$ cat config.mk
export PLATFORM = sky130hd
export DESIGN_NAME = alu_dsub_seq_flat
export DESIGN_NICKNAME = d
export VERILOG_FILES = /design/src/rtl/alu_dsub_seq_if.sv /design/src/rtl/alu_dsub_seq.sv /design/src/flat_wrapper.sv
export SDC_FILE = /design/constraint.sdc
export NUM_CORES = 1
export LEC_CHECK = 0
export CAP_MARGIN = 20
export CORE_MARGIN = 2
export CORE_UTILIZATION = 51
export DETAILED_ROUTE_END_ITERATION = 10
export PLACE_DENSITY = 0.85
export SYNTH_ARGS = -nofsm -noshare
export SYNTH_HDL_FRONTEND = slang
export SYNTH_SLANG_ARGS = --single-unit
$ cat constraint.sdc
create_clock -name clk -period 11.3 [get_ports clk]
set_input_delay 2.26 -clock clk [delete_from_list [all_inputs] [get_ports clk]]
set_output_delay 2.26 -clock clk [all_outputs]
set_load 0.05 [all_outputs]
$ cat src/rtl/alu_dsub_seq_if.sv
// Handshake and data bundle between the execute stage and the
// digit-serial BCD subtractor.
interface alu_dsub_seq_if;
  logic        start;
  logic [15:0] a;
  logic [15:0] b;
  logic        carry_in;
  logic        busy;
  logic        done;
  logic [15:0] result;
  logic        invalid;
  logic [15:0] psw_out;
  logic [15:0] psw_msk;

  // Execute-stage side: issues operands and start, observes status/result.
  modport master (
    output start, a, b, carry_in,
    input  busy, done, result, invalid, psw_out, psw_msk
  );

  // Subtractor side.
  modport slave (
    input  start, a, b, carry_in,
    output busy, done, result, invalid, psw_out, psw_msk
  );
endinterface

$ cat src/rtl/alu_dsub_seq.sv
// Digit-serial packed-BCD subtractor: result = a - b - (1 - carry_in),
// one digit per clock, least-significant digit first, using the
// nines-complement of each subtrahend digit plus a rippling not-borrow.
module alu_dsub_seq #(
  parameter int NDIG = 4
) (
  input  logic          clk,
  input  logic          rst,
  alu_dsub_seq_if.slave bus
);

  typedef enum logic [1:0] {
    S_IDLE = 2'd0,
    S_RUN  = 2'd1,
    S_DONE = 2'd2
  } state_e;

  localparam logic [1:0] LAST_DIG = 2'(NDIG - 1);

  state_e      state_q, state_d;
  logic [15:0] a_q, a_d;
  logic [15:0] b_q, b_d;
  logic [15:0] result_q, result_d;
  logic [15:0] psw_q, psw_d;
  logic [1:0]  cnt_q, cnt_d;
  logic        carry_q, carry_d;
  logic        invalid_q, invalid_d;

  // Per-digit datapath signals
  logic [3:0]  a_dig, b_dig, nc, dig;
  logic [4:0]  s, s_adj;
  logic        carry_out;
  logic        dig_bad;

  // Single-digit nines-complement add of the digit selected by cnt_q.
  always_comb begin
    a_dig     = a_q[{cnt_q, 2'b00} +: 4];
    b_dig     = b_q[{cnt_q, 2'b00} +: 4];
    nc        = 4'd9 - b_dig;            // wraps mod 16 for non-BCD b digits
    s         = {1'b0, a_dig} + {1'b0, nc} + {4'd0, carry_q};
    s_adj     = s - 5'd10;
    dig_bad   = (a_dig > 4'd9) || (b_dig > 4'd9);
    if (s > 5'd9) begin
      dig       = s_adj[3:0];
      carry_out = 1'b1;
    end else begin
      dig       = s[3:0];
      carry_out = 1'b0;
    end
  end

  // Next-state and register-update logic for the IDLE/RUN/DONE sequencer.
  always_comb begin
    // NOTE: every signal gets a hold/default value first so no path through
    // the case statement leaves one unassigned and infers a latch.
    state_d   = state_q;
    a_d       = a_q;
    b_d       = b_q;
    result_d  = result_q;
    psw_d     = psw_q;
    cnt_d     = cnt_q;
    carry_d   = carry_q;
    invalid_d = invalid_q;

    case (state_q)
      S_IDLE: begin
        if (bus.start) begin
          a_d       = bus.a;
          b_d       = bus.b;
          carry_d   = bus.carry_in;
          cnt_d     = 2'd0;
          invalid_d = 1'b0;
          state_d   = S_RUN;
        end
      end

      S_RUN: begin
        result_d[{cnt_q, 2'b00} +: 4] = dig;
        carry_d   = carry_out;
        invalid_d = invalid_q | dig_bad;
        cnt_d     = cnt_q + 2'd1;
        if (cnt_q == LAST_DIG) begin
          // Flags use the fully assembled result, including this last digit.
          psw_d   = {11'd0, 1'b0, 1'b0, result_d[15], (result_d == 16'h0000), carry_out};
          state_d = S_DONE;
        end
      end

      S_DONE: begin
        state_d = S_IDLE;
      end

      default: begin
        state_d = S_IDLE;
      end
    endcase
  end

  // State and datapath registers with synchronous reset.
  always_ff @(posedge clk) begin
    // NOTE: sequential state uses non-blocking assignments so every register
    // samples its pre-edge value regardless of statement order.
    if (rst) begin
      state_q   <= S_IDLE;
      a_q       <= 16'h0000;
      b_q       <= 16'h0000;
      result_q  <= 16'h0000;
      psw_q     <= 16'h0000;
      cnt_q     <= 2'd0;
      carry_q   <= 1'b0;
      invalid_q <= 1'b0;
    end else begin
      state_q   <= state_d;
      a_q       <= a_d;
      b_q       <= b_d;
      result_q  <= result_d;
      psw_q     <= psw_d;
      cnt_q     <= cnt_d;
      carry_q   <= carry_d;
      invalid_q <= invalid_d;
    end
  end

  assign bus.busy    = (state_q != S_IDLE);
  assign bus.done    = (state_q == S_DONE);
  assign bus.result  = result_q;
  assign bus.invalid = invalid_q;
  assign bus.psw_out = psw_q;
  assign bus.psw_msk = 16'h0017;

endmodule

$ cat src/flat_wrapper.sv
// flat-port wrapper written by rule: the top's interface ports become plain ports
module alu_dsub_seq_flat 
#(
  parameter int NDIG = 4
)
  (clk, rst, bus_start, bus_a, bus_b, bus_carry_in, bus_busy, bus_done, bus_result, bus_invalid, bus_psw_out, bus_psw_msk);
  alu_dsub_seq_if bus_i ();
  input  logic clk;
  input  logic rst;
  input wire logic [$bits(bus_i.start)-1:0] bus_start;
  input wire logic [$bits(bus_i.a)-1:0] bus_a;
  input wire logic [$bits(bus_i.b)-1:0] bus_b;
  input wire logic [$bits(bus_i.carry_in)-1:0] bus_carry_in;
  output wire logic [$bits(bus_i.busy)-1:0] bus_busy;
  output wire logic [$bits(bus_i.done)-1:0] bus_done;
  output wire logic [$bits(bus_i.result)-1:0] bus_result;
  output wire logic [$bits(bus_i.invalid)-1:0] bus_invalid;
  output wire logic [$bits(bus_i.psw_out)-1:0] bus_psw_out;
  output wire logic [$bits(bus_i.psw_msk)-1:0] bus_psw_msk;
  assign bus_i.start = bus_start;
  assign bus_i.a = bus_a;
  assign bus_i.b = bus_b;
  assign bus_i.carry_in = bus_carry_in;
  assign bus_busy = bus_i.busy;
  assign bus_done = bus_i.done;
  assign bus_result = bus_i.result;
  assign bus_invalid = bus_i.invalid;
  assign bus_psw_out = bus_i.psw_out;
  assign bus_psw_msk = bus_i.psw_msk;
  alu_dsub_seq #(.NDIG(NDIG)) u_core (.clk(clk), .rst(rst), .bus(bus_i));
endmodule
==> summary.txt <==
Clocking
  • Post-CTS Setup Bufs: 0
  • Hold_buf cts: 0
  • CTS clock-pin slew for the worst setup and hold paths: 0.06 ns
  • H-Tree Depth: 3
  • CTS root buffer: clkbuf_8
  • Clock Path Buffers: 2
  • Clk_lat worst skew: 0.34 ns
  • CTS Sinks: 57
  • PostCTS Resize Cnt: 0
  • Cts bufs inserted: 9
  • CTS tree: yes

Yosys
  • Post-synth cell types: 45
  • Synth area leaders: dfxtp_1 (38%), nand2_1 (9.8%), buf_4 (7.3%), a21oi_1 (7.2%), mux4_2 (6.0%)
  • Synth Area per Inst: 8.27 sq um
  • Top cell type by total area after synthesis: dfxtp_1
  • Synth Flop Type: dfxtp_1
  • Synth Warn #: 0
  • Synth Cell Area: 3000 sq um
  • Mapped Cells: 363
  • Sequential area share after synthesis: 38.0%
  • Synth Register Bits: 57
  • Async SR Flop Fraction: 0%
  • Post-synth top area share: 38.0%
  • Post-synth EDFFs: 0

Timing
  • Slew @ Worst Pin: 1.06 ns
  • Unrepaired setup endpoints after global routing: false
  • Relative max-transition margin: 29.1%
  • Post-Route Setup TNS: 0 ns
  • Final setup fails: 0
  • F_max: 247 MHz
  • Max Slew Vio Count: 0
  • Clock Skews: 0.00648 ns
  • Fin crit share: 35.8%
  • Min Tclk post-route: 4.05 ns
  • Fin worst setup slack: 7.25 ns
  • Min Hold Slack: 0.455 ns
  • Final Hold Viols: 0

Critical path
  • WP data arrival: 4.31 ns
  • Worst path slowest cell: dfxtp_1
  • Setup crit start kind: register
  • Critical path class: reg -> reg
  • CP required: 11.56 ns
  • Crit-path max FO: 18
  • CP max stage delay: 0.86 ns
  • CP Capture Type: register
  • Worst path cell trace: mux4_2, inv_1, ha_1, ha_1, xor2_1, inv_2, ha_1, and2_1, nor3_4, a211oi_1, a2111o_1, o21ai_1
  • CP most frequent cell: ha_1

Placed design
  • Placed cell area: 3470 sq um
  • Gpl congestion: 0.868
  • Placed Instances: 472
  • Worst slack at placement: 7.10 ns
  • Port Buffer Count: 57
  • Post-DP HPWL: 4680 um

Power
  • Reg power frac: 37.4%
  • Clk pwr share: 34.3%
  • Int Pwr: 0.399 mW
  • VDD IR-drop max: 0.107 mV
  • Static Leak: 1.45 nW
  • Switching fraction of total power: 32.1%
  • Overall power after layout: 0.588 mW
  • PwrDens: 159 nW/um^2
  • Combinational cell fraction of total power: 28.3%
  • Sw power: 0.189 mW

Floorplanning
  • Die area: 6510 sq um
  • Chip width: 80.7 um
  • FP Rows: 27
  • Initial core utilization: 53.5%
  • Io pins: 87
  • Die Span Y: 80.7 um
  • Core ar.: 5610 sq um

Global routing
  • Vias in the first global route: 2382
  • Pin count of the biggest net entering global routing: 60
  • Total track usage: 21.1%
  • First-pass GRT wire length: 10600 um
  • Initial antenna violation count: 0
  • Grt total ovfl: 0

Finish
  • N_diodes: 0
  • Non-Filler Instances: 489
  • Layout Nets: 462
  • Layout cells sized above 1: 8.39%
  • Post-layout util: 66.2%
  • Area growth syn-to-layout: 23.7%
  • Fin area: 3710 sq um

Routing
  • Met3 wire length: 419 um
  • Vias/cell: 5.36
  • Final wirelength: 6630 um
  • Vias after detailed routing: 2622
  • ANT nets after route: 0
  • Drt first pass iters: 4
  • Iter 0 DRT Violations: 177
  • Number of remaining DRC errors: 0
  • Highest metal used: met4
  • Wire per inst: 13.5 um
  • Met2 WL: 3330 um
  • Metal1 wirelength: 2740 um

Hold path
  • Worst hold path class: reg -> reg

Flow run
  • Max_cap viols: 0

Outcome
  • Outcome: completed
## cell type report
cell class	count	area, sq um
Clock buffer	13	179
Clock inverter	2	35.0
Fill cell	483	1900
Inverter	11	41.3
Multi-Input combinational cell	275	1630
Sequential cell	57	1140
Tap cell	72	90.1
Timing Repair Buffer	59	596
## critical path, delay by kind of cell, from the launching register on
kind            cells  cell delay, ns
mux                 1            0.66
simple gates        2            0.40
flops               1            0.86
xor+xnor            1            0.30
buf+inv             2            0.18
fa+ha+maj           3            0.81
compound gates      3            0.74
## flip-flops by register name, indices dropped and copies added, names as in the netlist
signal	count
u_core.a_q	16
u_core.b_q	16
u_core.bus.invalid	1
u_core.bus.psw_out	3
u_core.bus.result	16
u_core.carry_q	1
u_core.cnt_q	2
u_core.state_q	2
## cell usage in the layout (no fill, tap or decap), types with 2 or more instances in the layout
cell type,n
nand2_1,78
nor2_1,30
nor3b_1,3
clkdlybuf4s50_1,56
a31oi_1,2
nand4_1,2
a22oi_1,9
a21o_1,2
mux4_2,8
nand3_1,5
ha_1,11
dfxtp_1,57
clkbuf_8,13
conb_1,29
o211ai_1,2
nor2b_1,4
nor4_1,3
fa_1,2
o21ai_0,4
xor2_1,2
inv_1,10
o21ai_1,4
a211oi_1,6
and2_1,3
nor3_1,2
nand3b_1,5
buf_8,2
a21oi_1,43
## power groups by stage
stage	sequential, mW	clock, mW	combinational, mW
after floorplan	0.229	0	0.125
after global placement	0.224	0	0.159
after detailed placement	0.224	0	0.163
after CTS	0.220	0.204	0.164
after global routing	0.222	0.212	0.182
final	0.220	0.202	0.166
## worst paths after layout
| path | start | endpoint | slack, ns | cells past startpoint |
|---|---|---|---|---|
| worst max-delay path | u_core.cnt_q[0] | u_core.bus.result[6] | 7.25 | 12 |
| worst min-delay path | u_core.b_q[2] | u_core.b_q[2] | 0.46 | 2 |
| worst max register to register | u_core.cnt_q[0] | u_core.bus.result[6] | 7.25 | 12 |
| worst min register to register | u_core.b_q[2] | u_core.b_q[2] | 0.46 | 2 |
## synth_stat cells, types with 2 or more instances
cell / instances
conb_1: 2
a22oi_1: 9
nand2_1: 78
nand4_1: 2
nand3_1: 5
a211oi_1: 6
nor3b_1: 3
o21ai_0: 4
nor2b_1: 4
clkbuf_1: 15
ha_1: 11
xor2_1: 2
nor2_1: 30
fa_1: 2
and2_1: 3
nor4_1: 3
a21o_1: 2
nor3_1: 2
buf_4: 29
dfxtp_1: 57
a31oi_1: 2
buf_2: 3
a21oi_1: 43
o211ai_1: 2
nand3b_1: 5
inv_1: 10
mux4_2: 8
o21ai_1: 4
## kinds of logic after synthesis
kind of cell / Yosys count / synth area share (%)
compound gates: 80 / 16.3
buf+inv: 58 / 11.0
mux: 9 / 6.51
xor+xnor: 2 / 0.584
other cells: 2 / 0.250
flops: 57 / 38.0
fa+ha+maj: 13 / 5.92
simple gates: 142 / 21.4
## per-layer routing
metal | global-route usage [%] | vias to the layer above
li1 | - | 1282
met1 | 25.7 | 1223
met2 | 36.1 | 100
met3 | 4.83 | 17
met4 | 8.64 | 0
met5 | 0 | -
No activity file was read; power rests on OpenSTA's default activity.
